**src/rtl/tile_map_arbiter.sv**
```systemverilog
`default_nettype none
// ============================================================================
// Module   : tile_map_arbiter
// Purpose  : Shares the single-port tile-map RAM between the VGA renderer,
//            the full-map clear engine and the game logic.
// Revision : 1.0
// ============================================================================
module tile_map_arbiter #(
  parameter int                ADDR_W       = 8,
  parameter int                DATA_W       = 4,
  parameter logic [DATA_W-1:0] CLEAR_VALUE  = '0,
  parameter int                STARVE_LIMIT = 64
) (
  input  logic              clk,
  input  logic              rst,
  input  logic              render_req,
  input  logic [ADDR_W-1:0] render_addr,
  output logic              render_valid,
  output logic [DATA_W-1:0] render_type,
  input  logic              req_valid,
  output logic              req_ready,
  input  logic              req_we,
  input  logic [ADDR_W-1:0] req_addr,
  input  logic [DATA_W-1:0] req_wdata,
  output logic              rsp_valid,
  output logic [DATA_W-1:0] rsp_rdata,
  input  logic              clear_start,
  output logic              clear_busy,
  output logic              clear_done,
  output logic              starve_flag,
  output logic              ram_en,
  output logic              ram_we,
  output logic [ADDR_W-1:0] ram_addr,
  output logic [DATA_W-1:0] ram_wdata,
  input  logic [DATA_W-1:0] ram_rdata
);

  typedef enum logic [0:0] {
    ST_RUN   = 1'b0,
    ST_CLEAR = 1'b1
  } state_t;

  state_t            state;
  state_t            state_next;
  logic [ADDR_W-1:0] clr_cnt;
  logic [ADDR_W-1:0] clr_cnt_next;
  logic              clear_done_next;

  logic              grant_render;
  logic              grant_clear;
  logic              grant_game;

  logic              cmd_en;
  logic              cmd_we;
  logic [ADDR_W-1:0] cmd_addr;
  logic [DATA_W-1:0] cmd_wdata;

  // Read tags, bit 0 = renderer, bit 1 = game; s1 follows the command cycle,
  // s2 the cycle in which ram_rdata carries the data.
  logic [1:0]        tag_next;
  logic [1:0]        tag_s1;
  logic [1:0]        tag_s2;

  logic [7:0]        starve_cnt;
  logic [7:0]        starve_cnt_next;

  assign req_ready  = (state == ST_RUN) && !render_req && !rst;
  assign clear_busy = (state == ST_CLEAR);

  always_comb begin
    state_next      = state;
    clr_cnt_next    = clr_cnt;
    clear_done_next = 1'b0;
    grant_render    = render_req;
    grant_clear     = 1'b0;
    grant_game      = 1'b0;

    case (state)
      ST_RUN: begin
        grant_game = req_valid && req_ready;
        if (clear_start) begin
          state_next   = ST_CLEAR;
          clr_cnt_next = '0;
        end
      end
      ST_CLEAR: begin
        // The renderer steals the slot; the clear simply resumes next cycle.
        if (!render_req) begin
          grant_clear  = 1'b1;
          clr_cnt_next = clr_cnt + ADDR_W'(1);
          if (&clr_cnt) begin
            state_next      = ST_RUN;
            clear_done_next = 1'b1;
          end
        end
      end
      default: state_next = ST_RUN;
    endcase
  end

  always_comb begin
    cmd_en    = 1'b0;
    cmd_we    = 1'b0;
    cmd_addr  = '0;
    cmd_wdata = '0;
    if (grant_render) begin
      cmd_en   = 1'b1;
      cmd_addr = render_addr;
    end else if (grant_clear) begin
      cmd_en    = 1'b1;
      cmd_we    = 1'b1;
      cmd_addr  = clr_cnt;
      cmd_wdata = CLEAR_VALUE;
    end else if (grant_game) begin
      cmd_en    = 1'b1;
      cmd_we    = req_we;
      cmd_addr  = req_addr;
      cmd_wdata = req_wdata;
    end
  end

  assign tag_next = {grant_game && !req_we, grant_render};

  always_comb begin
    starve_cnt_next = starve_cnt;
    if (!req_valid || grant_game) begin
      starve_cnt_next = '0;
    end else if (starve_cnt != 8'hFF) begin
      starve_cnt_next = starve_cnt + 8'd1;
    end
  end

  always_ff @(posedge clk) begin
    if (rst) begin
      state      <= ST_RUN;
      clr_cnt    <= '0;
      clear_done <= 1'b0;
    end else begin
      state      <= state_next;
      clr_cnt    <= clr_cnt_next;
      clear_done <= clear_done_next;
    end
  end

  always_ff @(posedge clk) begin
    if (rst) begin
      ram_en       <= 1'b0;
      ram_we       <= 1'b0;
      ram_addr     <= '0;
      ram_wdata    <= '0;
      tag_s1       <= '0;
      tag_s2       <= '0;
      render_valid <= 1'b0;
      render_type  <= '0;
      rsp_valid    <= 1'b0;
      rsp_rdata    <= '0;
      starve_cnt   <= '0;
      starve_flag  <= 1'b0;
    end else begin
      ram_en       <= cmd_en;
      ram_we       <= cmd_we;
      ram_addr     <= cmd_addr;
      ram_wdata    <= cmd_wdata;
      tag_s1       <= tag_next;
      tag_s2       <= tag_s1;
      render_valid <= tag_s2[0];
      rsp_valid    <= tag_s2[1];
      if (tag_s2[0]) begin
        render_type <= ram_rdata;
      end
      if (tag_s2[1]) begin
        rsp_rdata <= ram_rdata;
      end
      starve_cnt  <= starve_cnt_next;
      starve_flag <= ({24'd0, starve_cnt_next} >= 32'(STARVE_LIMIT));
    end
  end

endmodule
`default_nettype wire

```
**config.mk**
```make
export PLATFORM = sky130hd
export DESIGN_NAME = tile_map_arbiter
export DESIGN_NICKNAME = d
export VERILOG_FILES = /design/src/rtl/tile_map_arbiter.sv
export SDC_FILE = /design/constraint.sdc
export NUM_CORES = 1
export LEC_CHECK = 0
export ABC_AREA = 1
export ABC_CLOCK_PERIOD_IN_PS = 3000
export CORE_UTILIZATION = 30
export CTS_CLUSTER_SIZE = 28
export DETAILED_ROUTE_END_ITERATION = 8
export DONT_BUFFER_PORTS = 1
export MAX_ROUTING_LAYER = met4
export PLACE_DENSITY = 0.52
export SLEW_MARGIN = 20
export SYNTH_ARGS = -nofsm -noshare
export SYNTH_HDL_FRONTEND = slang
export SYNTH_SLANG_ARGS = --single-unit
export TNS_END_PERCENT = 5
```
**constraint.sdc**
```tcl
create_clock -name clk -period 3 [get_ports clk]
set_clock_uncertainty 0.05 [all_clocks]
set_input_delay 0.45 -clock clk [delete_from_list [all_inputs] [get_ports clk]]
set_output_delay 0.45 -clock clk [all_outputs]
set_load 0.1 [all_outputs]
```
Word-level counts from Yosys, hierarchy flattened
Index checks and enable logic that the tools add are counted.
{"block": "word_totals", "ff_bits": 47, "elab_cells": 58, "output_inout_bits": 28, "inputBits": 30}
{"block": "classes", "n_addsub": 2, "n_eq_ne": 3, "bitwise_logic": 2, "n_mux": 21, "n_lt_le_gt_ge": 1, "n_reduce_logical": 14}
{"cell": "$mux W8", "n": 7}
{"cell": "$add A8 B1 Y8 const B", "n": 2}
{"cell": "$pmux W8 S2", "n": 1}
{"cell": "$mux W1", "n": 12}
{"cell": "$ge A8 B7 Y1 const B", "n": 1}
{"cell": "$ne A8 B8 Y1 const B", "n": 1}
{"cell": "$reduce_and A8 Y1", "n": 1}
{"cell": "$logic_and A1 B1 Y1", "n": 4}
{"cell": "$logic_not A1 Y1", "n": 4}
{"cell": "$ne A2 B2 Y1 const B", "n": 2}
{"cell": "$reduce_or A4 Y1", "n": 1}
{"cell": "$reduce_or A3 Y1", "n": 1}
{"cell": "$not A1 Y1", "n": 2}
{"cell": "$pmux W1 S2", "n": 1}
{"cell": "$reduce_and A2 Y1", "n": 1}
{"cell": "$reduce_or A2 Y1", "n": 1}
{"cell": "$logic_or A1 B1 Y1", "n": 1}

Longest topological paths before layout
Gate-level depths: netlist (run 1).
{"block": "depth", "word_depth": 8, "ltp_mapped": 9, "mapped_depth_nobuf": 8}

Worst setup path before layout (run 1)
No wires, ideal clock.
{"block": "synth_timing", "path_type": "reg-to-output", "startpoint": "register state, in the netlist clear_busy", "endpoint": "output port req_ready", "path_buffers": 1, "arrival_time_ps": 2208, "stages_incl_launch_ff": 3, "t_required_ps": 2500, "slack_ps": 292, "cell_sequence": "dfxtp_1 > clkbuf_2 > nor2_1"}
{"block": "synth_via", "elab_chain_len": 3}
{"item": "from (decl)", "line": "43", "text": "state_t state;"}
{"item": "from (signal assigned)", "line": "139", "text": "state <= state_next;"}
{"item": "$not A1 Y1"}
{"item": "$logic_and A1 B1 Y1 (2 in a row)", "line": "67", "text": "assign req_ready = (state == ST_RUN) && !render_req && !rst;"}
{"item": "to (decl)", "line": "21", "text": "output logic req_ready,"}
Every way passes these cells.

Worst setup path after layout (run 1)
Ends and elaborated chain as after synthesis.

==> results of run 1 <==
worst max path at each step:
stage                endpoint        from  slack [ns]
floorplan           req_ready  clear_busy        0.29
global placement    req_ready         rst        1.21
detailed placement  req_ready         rst        1.19
CTS                 req_ready  clear_busy        1.12
global route        req_ready  clear_busy        1.07
finish              req_ready  clear_busy        1.14
sequential cells by signal, indices dropped and copies added (netlist names), 2 cells and up:
register     cells
clr_cnt          8
ram_addr         8
ram_wdata        4
render_type      4
rsp_rdata        4
starve_cnt       8
tag_s1           2
tag_s2           2
power breakdown:
group / switching, mW / internal (mW) / total [mW]
logic: 0.0472 / 0.0184 / 0.0656
registers: 0.100 / 0.640 / 0.740
clock network: 0.227 / 0.251 / 0.479
worst max-delay path: stages, from the launching register on:
cell	delay, ns
dfxtp_1	0.40
buf_4	0.35
nor2_2	0.07
buf_4	0.24
per-layer routing:
metal / vias up / GRT usage [%]
met5: - / -
met4: 0 / 4.74
met3: 8 / 4.67
met2: 31 / 22.0
met1: 689 / 17.0
li1: 820 / -
cells in the final DEF, fill, tap and decap left out, types with 2 or more instances in the layout:
cell type,netlist,final
buf_4,1,2
o211ai_1,2,2
inv_1,38,38
a21oi_1,18,18
nand2_2,4,4
nor3_4,2,2
or2_2,2,2
nor2_1,46,45
nand2_1,68,68
dfxtp_1,47,47
clkbuf_8,0,5
o21ai_0,15,15
inv_2,3,3
nand3_1,10,10
ha_1,2,2
cell type report:
cell class              count  area (sq um)  share of cell area [%]
clock buffers               5          68.8                    3.26
flip-flops and latches     47           941                    44.5
inverters                  41           154                    7.29
multi-input cells         174           793                    37.6
well taps                  75          93.8                    4.44
clock inverters             3          46.3                    2.19
repair buffers              2          15.0                   0.711
metrics by stage:
| step | hold WS (ns) | setup WS (ns) |
|---|---|---|
| after floorplan | 0.338 | 0.292 |
| after global placement | 0.341 | 1.21 |
| after detailed placement | 0.343 | 1.19 |
| after CTS | 0.141 | 1.12 |
| after global routing | 0.135 | 1.07 |
| final | 0.153 | 1.14 |
cell families (layout without fill, tap and decap cells):
group           count (synthesis)  in the layout
buf+inv                        46             51
simple gates                  133            133
flops                          47             47
xor+xnor                        1              1
fa+ha+maj                       2              2
compound gates                 38             38
==> flow_summary.ini, run 1 <==
[status]
status = completed

[yosys]
synth_area_leaders = dfxtp_1 49%, nand2_1 13%, nor2_1 9.0%, inv_1 7.4%, a21oi_1 4.7%
synthesis.nets = 299
yosys-top-cells-count = 68 x nand2_1, 47 x dfxtp_1, 46 x nor2_1
synthFlopType = dfxtp_1
seq_area_frac_synth_pct = 49.0
yosysWarningCount = 0
synth.most_common_cell = nand2_1
yosys.area.top_type = dfxtp_1
synthAdderAreaFrac_pct = 1.30
synthArstFlopShare_pct = 0
synth.distinct_cells = 22
ys_seq_elements = 47
yosys.area.top_type_share_pct = 49.0
syn_area_sq_um = 1920
synthXorXnorAreaFrac_pct = 0.456
synth_cells = 267
synth_compound_area_share_pct = 10.4
avgSynthCellArea_sq_um = 7.19
synthMuxAreaShare_pct = 0
synthSimpleGateAreaFrac_pct = 29.1
synth_top_family_by_area = simple AND/OR/NAND/NOR gates
synth_edf_count = 0

[placement]
placed_area_sq_um = 2000
dp.cells = 339
gp_congestion = 0.830
dp_hpwl_mm = 3.29
port_buffers = 0

[setup_path]
cp.required_ns = 2.50
start_kind = flop
critPathMaxFanout = 4
reg2reg_setup_slack_ns = 1.41
cp-end-kind = output pin
crit_type = reg2out
worst_r2r_startpoint = clear_busy
r2r_cells = 9
cp_data_arrival_time_ns = 1.36
regToRegEndpoint = clr_cnt[7]

[power_and_ir_drop]
power_density_nw_per_um2 = 608
power_mw = 1.28
p_leak_nw = 0.936
vdd.ir_drop.worst_v = 0.000230

[timing]
finalCriticalPeriod_ns = 1.86
hold_viol = 0
maxSlewHeadroom_pct = 34.5
fin_setup_tns_ns = 0
period_share_pct = 62.1
fmax_mhz = 536
drv_slew = 0
setup_viol = 0
rsz0062_at_grt = no
worst_pin_slew_ns = 0.981

[global_routing]
grt_antenna_before_repair = 0
grt_max_degree = 21
groute.usage.overall_pct = 14.1
grt_first_pass_wirelength_mm = 6.88
overflow = 0
grt_pass1_vias = 1424

[clock_tree]
cts.repair.resized = 0
insertion_delay_ns = 0.30
clkSlewWorstSetupHoldPaths_ns = 0.10
cts.sinks = 47
hold_buffers = 0
cts_max_path_buffers = 2
tritoncts = yes
post_cts_buffers = 0
cts_htree_levels = 2
cts-buffers-inserted = 5
root_buffer = clkbuf_8

[detailed_routing]
top_layer_used = met4
wl_per_cell_microns = 12.4
first_pass_iters = 4
viasPerCell = 4.46
dr_wl_met3_microns = 241
vias = 1548
drt_wl_total_mm = 4.30
met1_length_mm = 1.90
wl_met2_mm = 2.10
initialDrtViolationCount = 91
ant_nets = 0
drc = 0

[final_layout]
diodes = 0
final_area_sq_um = 2110
fill_cells = 682
fin_nets = 303
syn_to_final_growth_pct = 10.0
drive_above_1_share_pct = 8.46
final_cells = 347
utilization_pct = 34.8

[die]
fp.dieW_microns = 82.0
io_pins = 58
initial_utilization_pct = 31.7
dieArea_sq_um = 6720
coreArea_sq_um = 6060
die_h_microns = 82.0
rows = 28

[min_path]
hold_start = rst
hold_end = tag_s2[0]
min_path_type = in2reg
hold_depth = 1

[job]
cap_violations = 0
Note: power is estimated with default switching activity, not from simulation.
==> inputs of run 2 (changes only) <==
ABC_CLOCK_PERIOD_IN_PS = 1600   (was 3000)
PLACE_DENSITY = 0.53   (was 0.52)
clock period = 1.6 ns   (was 3 ns; I/O delays follow)
==> run 2 against run 1 <==
Hold slack worse by 0.13 ns. Sequential share of layout area down 4.8 points. Non-clock buffer count is 34 higher. Power is 77% higher. Cell area up 12%. Utilization rose by 4.3 points. Combinational power rose to 5.4 times the previous value. Final cell count increased by 9.8%. Routed wire length decreased by 0.77%. First-iteration DRC count is 5.5% lower. Sequential power is 65% higher. Critical endpoint unchanged. Highest routed layer unchanged.
==> flow_summary.ini, run 2 (same netlist as run 1, synthesis figures left out) <==
[detailed_routing]
wl_per_cell_microns = 11.2
first_pass_iters = 4
top_layer_used = met4
vias = 1690
wl_met2_mm = 2.00
initialDrtViolationCount = 86
drc = 0
met1_length_mm = 1.98
dr_wl_met3_microns = 230
drt_wl_total_mm = 4.27
ant_nets = 0
viasPerCell = 4.44

[timing]
period_share_pct = 97.5
rsz0062_at_grt = no
fmax_mhz = 641
hold_viol = 0
maxSlewHeadroom_pct = 53.3
drv_slew = 0
setup_viol = 0
fin_setup_tns_ns = 0
finalCriticalPeriod_ns = 1.56
fin_ws_ns = 0.0405
worst_pin_slew_ns = 0.698

[global_routing]
grt_pass1_vias = 1467
overflow = 0
grt_first_pass_wirelength_mm = 6.88
grt_antenna_before_repair = 0
grt_max_degree = 19
groute.usage.overall_pct = 14.1

[clock_tree]
tritoncts = yes
cts.repair.resized = 0
cts.sinks = 47
clkSlewWorstSetupHoldPaths_ns = 0.09
hold_buffers = 6
cts-buffers-inserted = 5
post_cts_buffers = 0
insertion_delay_ns = 0.30
cts_max_path_buffers = 2
root_buffer = clkbuf_8
cts_htree_levels = 2

[placement]
gp_congestion = 0.795
dpl_worst_slack_ns = 0.223
placed_area_sq_um = 2230
dp_hpwl_mm = 3.15
port_buffers = 0

[die]
coreArea_sq_um = 6060
io_pins = 58
fp.dieW_microns = 82.0
rows = 28
initial_utilization_pct = 31.7
die_h_microns = 82.0
dieArea_sq_um = 6720

[power_and_ir_drop]
p_int_mw = 1.59
power_density_nw_per_um2 = 959
seq_power_share_pct = 53.5
power.share.switching_pct = 30.3
power_frac_clock_pct = 31.0
p_leak_nw = 1.10
vdd.ir_drop.worst_v = 0.000372
combPwrFrac_pct = 15.5
switching_power_mw = 0.690

[final_layout]
diodes = 0
utilization_pct = 39.2
fin_nets = 337
fill_cells = 637
syn_to_final_growth_pct = 23.7
final_area_sq_um = 2370
final_common_cell = nand2_1
largestRegisters = clr_cnt x8, ram_addr x8, starve_cnt x8
most-common-layout-cells = 68 x nand2_1, 46 x dfxtp_1, 45 x nor2_1
drive_above_1_share_pct = 16.7

[min_path]
min_path_type = in2reg

[setup_path]
crit_type = reg2out
critPathMaxFanout = 6
cp_data_arrival_time_ns = 1.27
start_kind = flop
cp-end-kind = output pin
cp.required_ns = 1.31

[job]
cap_violations = 0

[status]
status = completed
[run 2: stage by stage]
step	power, mW	std cells	hold slack [ns]
after floorplan	1.52	267	0.262
after CTS	2.31	381	0.0132
after detailed placement	1.58	367	0.263
after global routing	2.37	381	0.00980
final	2.28	381	0.0191
after global placement	1.58	367	0.262
[run 2: area by class of cell]
type / instances / area (sq um) / share of cell area (%)
well taps: 75 / 93.8 / 3.95
repair buffers: 36 / 298 / 12.5
clock inverters: 2 / 12.5 / 0.527
clock buffers: 6 / 72.6 / 3.06
inverters: 41 / 154 / 6.48
flip-flops and latches: 47 / 945 / 39.8
multi-input cells: 174 / 798 / 33.6
[run 2: power groups by stage]
stage	clock network (mW)	logic, mW	registers (mW)
6_report	0.705	0.353	1.22
5_1_grt	0.771	0.373	1.22
4_1_cts	0.733	0.357	1.22
3_5_place_dp	0	0.336	1.25
3_3_place_gp	0	0.336	1.24
2_1_floorplan	0	0.104	1.42
[run 2: path summary, 6_finish.rpt]
check,startpoint,end,slack [ns],cells past startpoint
setup / recovery,clear_busy,req_ready,0.04,3
hold reg to reg,tag_s1[0],tag_s2[0],0.36,2
setup reg to reg,starve_cnt[0],starve_cnt[0],0.19,7
hold / removal,req_addr[6],ram_addr[6],0.02,2
[run 2: routing by layer]
metal  global-route usage (%)  up-vias
met1                     17.1      750
met5                        -        -
li1                         -      893
met3                     4.11        5
met2                     22.1       42
met4                     4.74        0
[run 2: worst max-delay path, cell delays in order, from the launching register on]
cell,delay (ns)
dfxtp_4,0.40
buf_4,0.32
nor2_4,0.08
buf_12,0.17
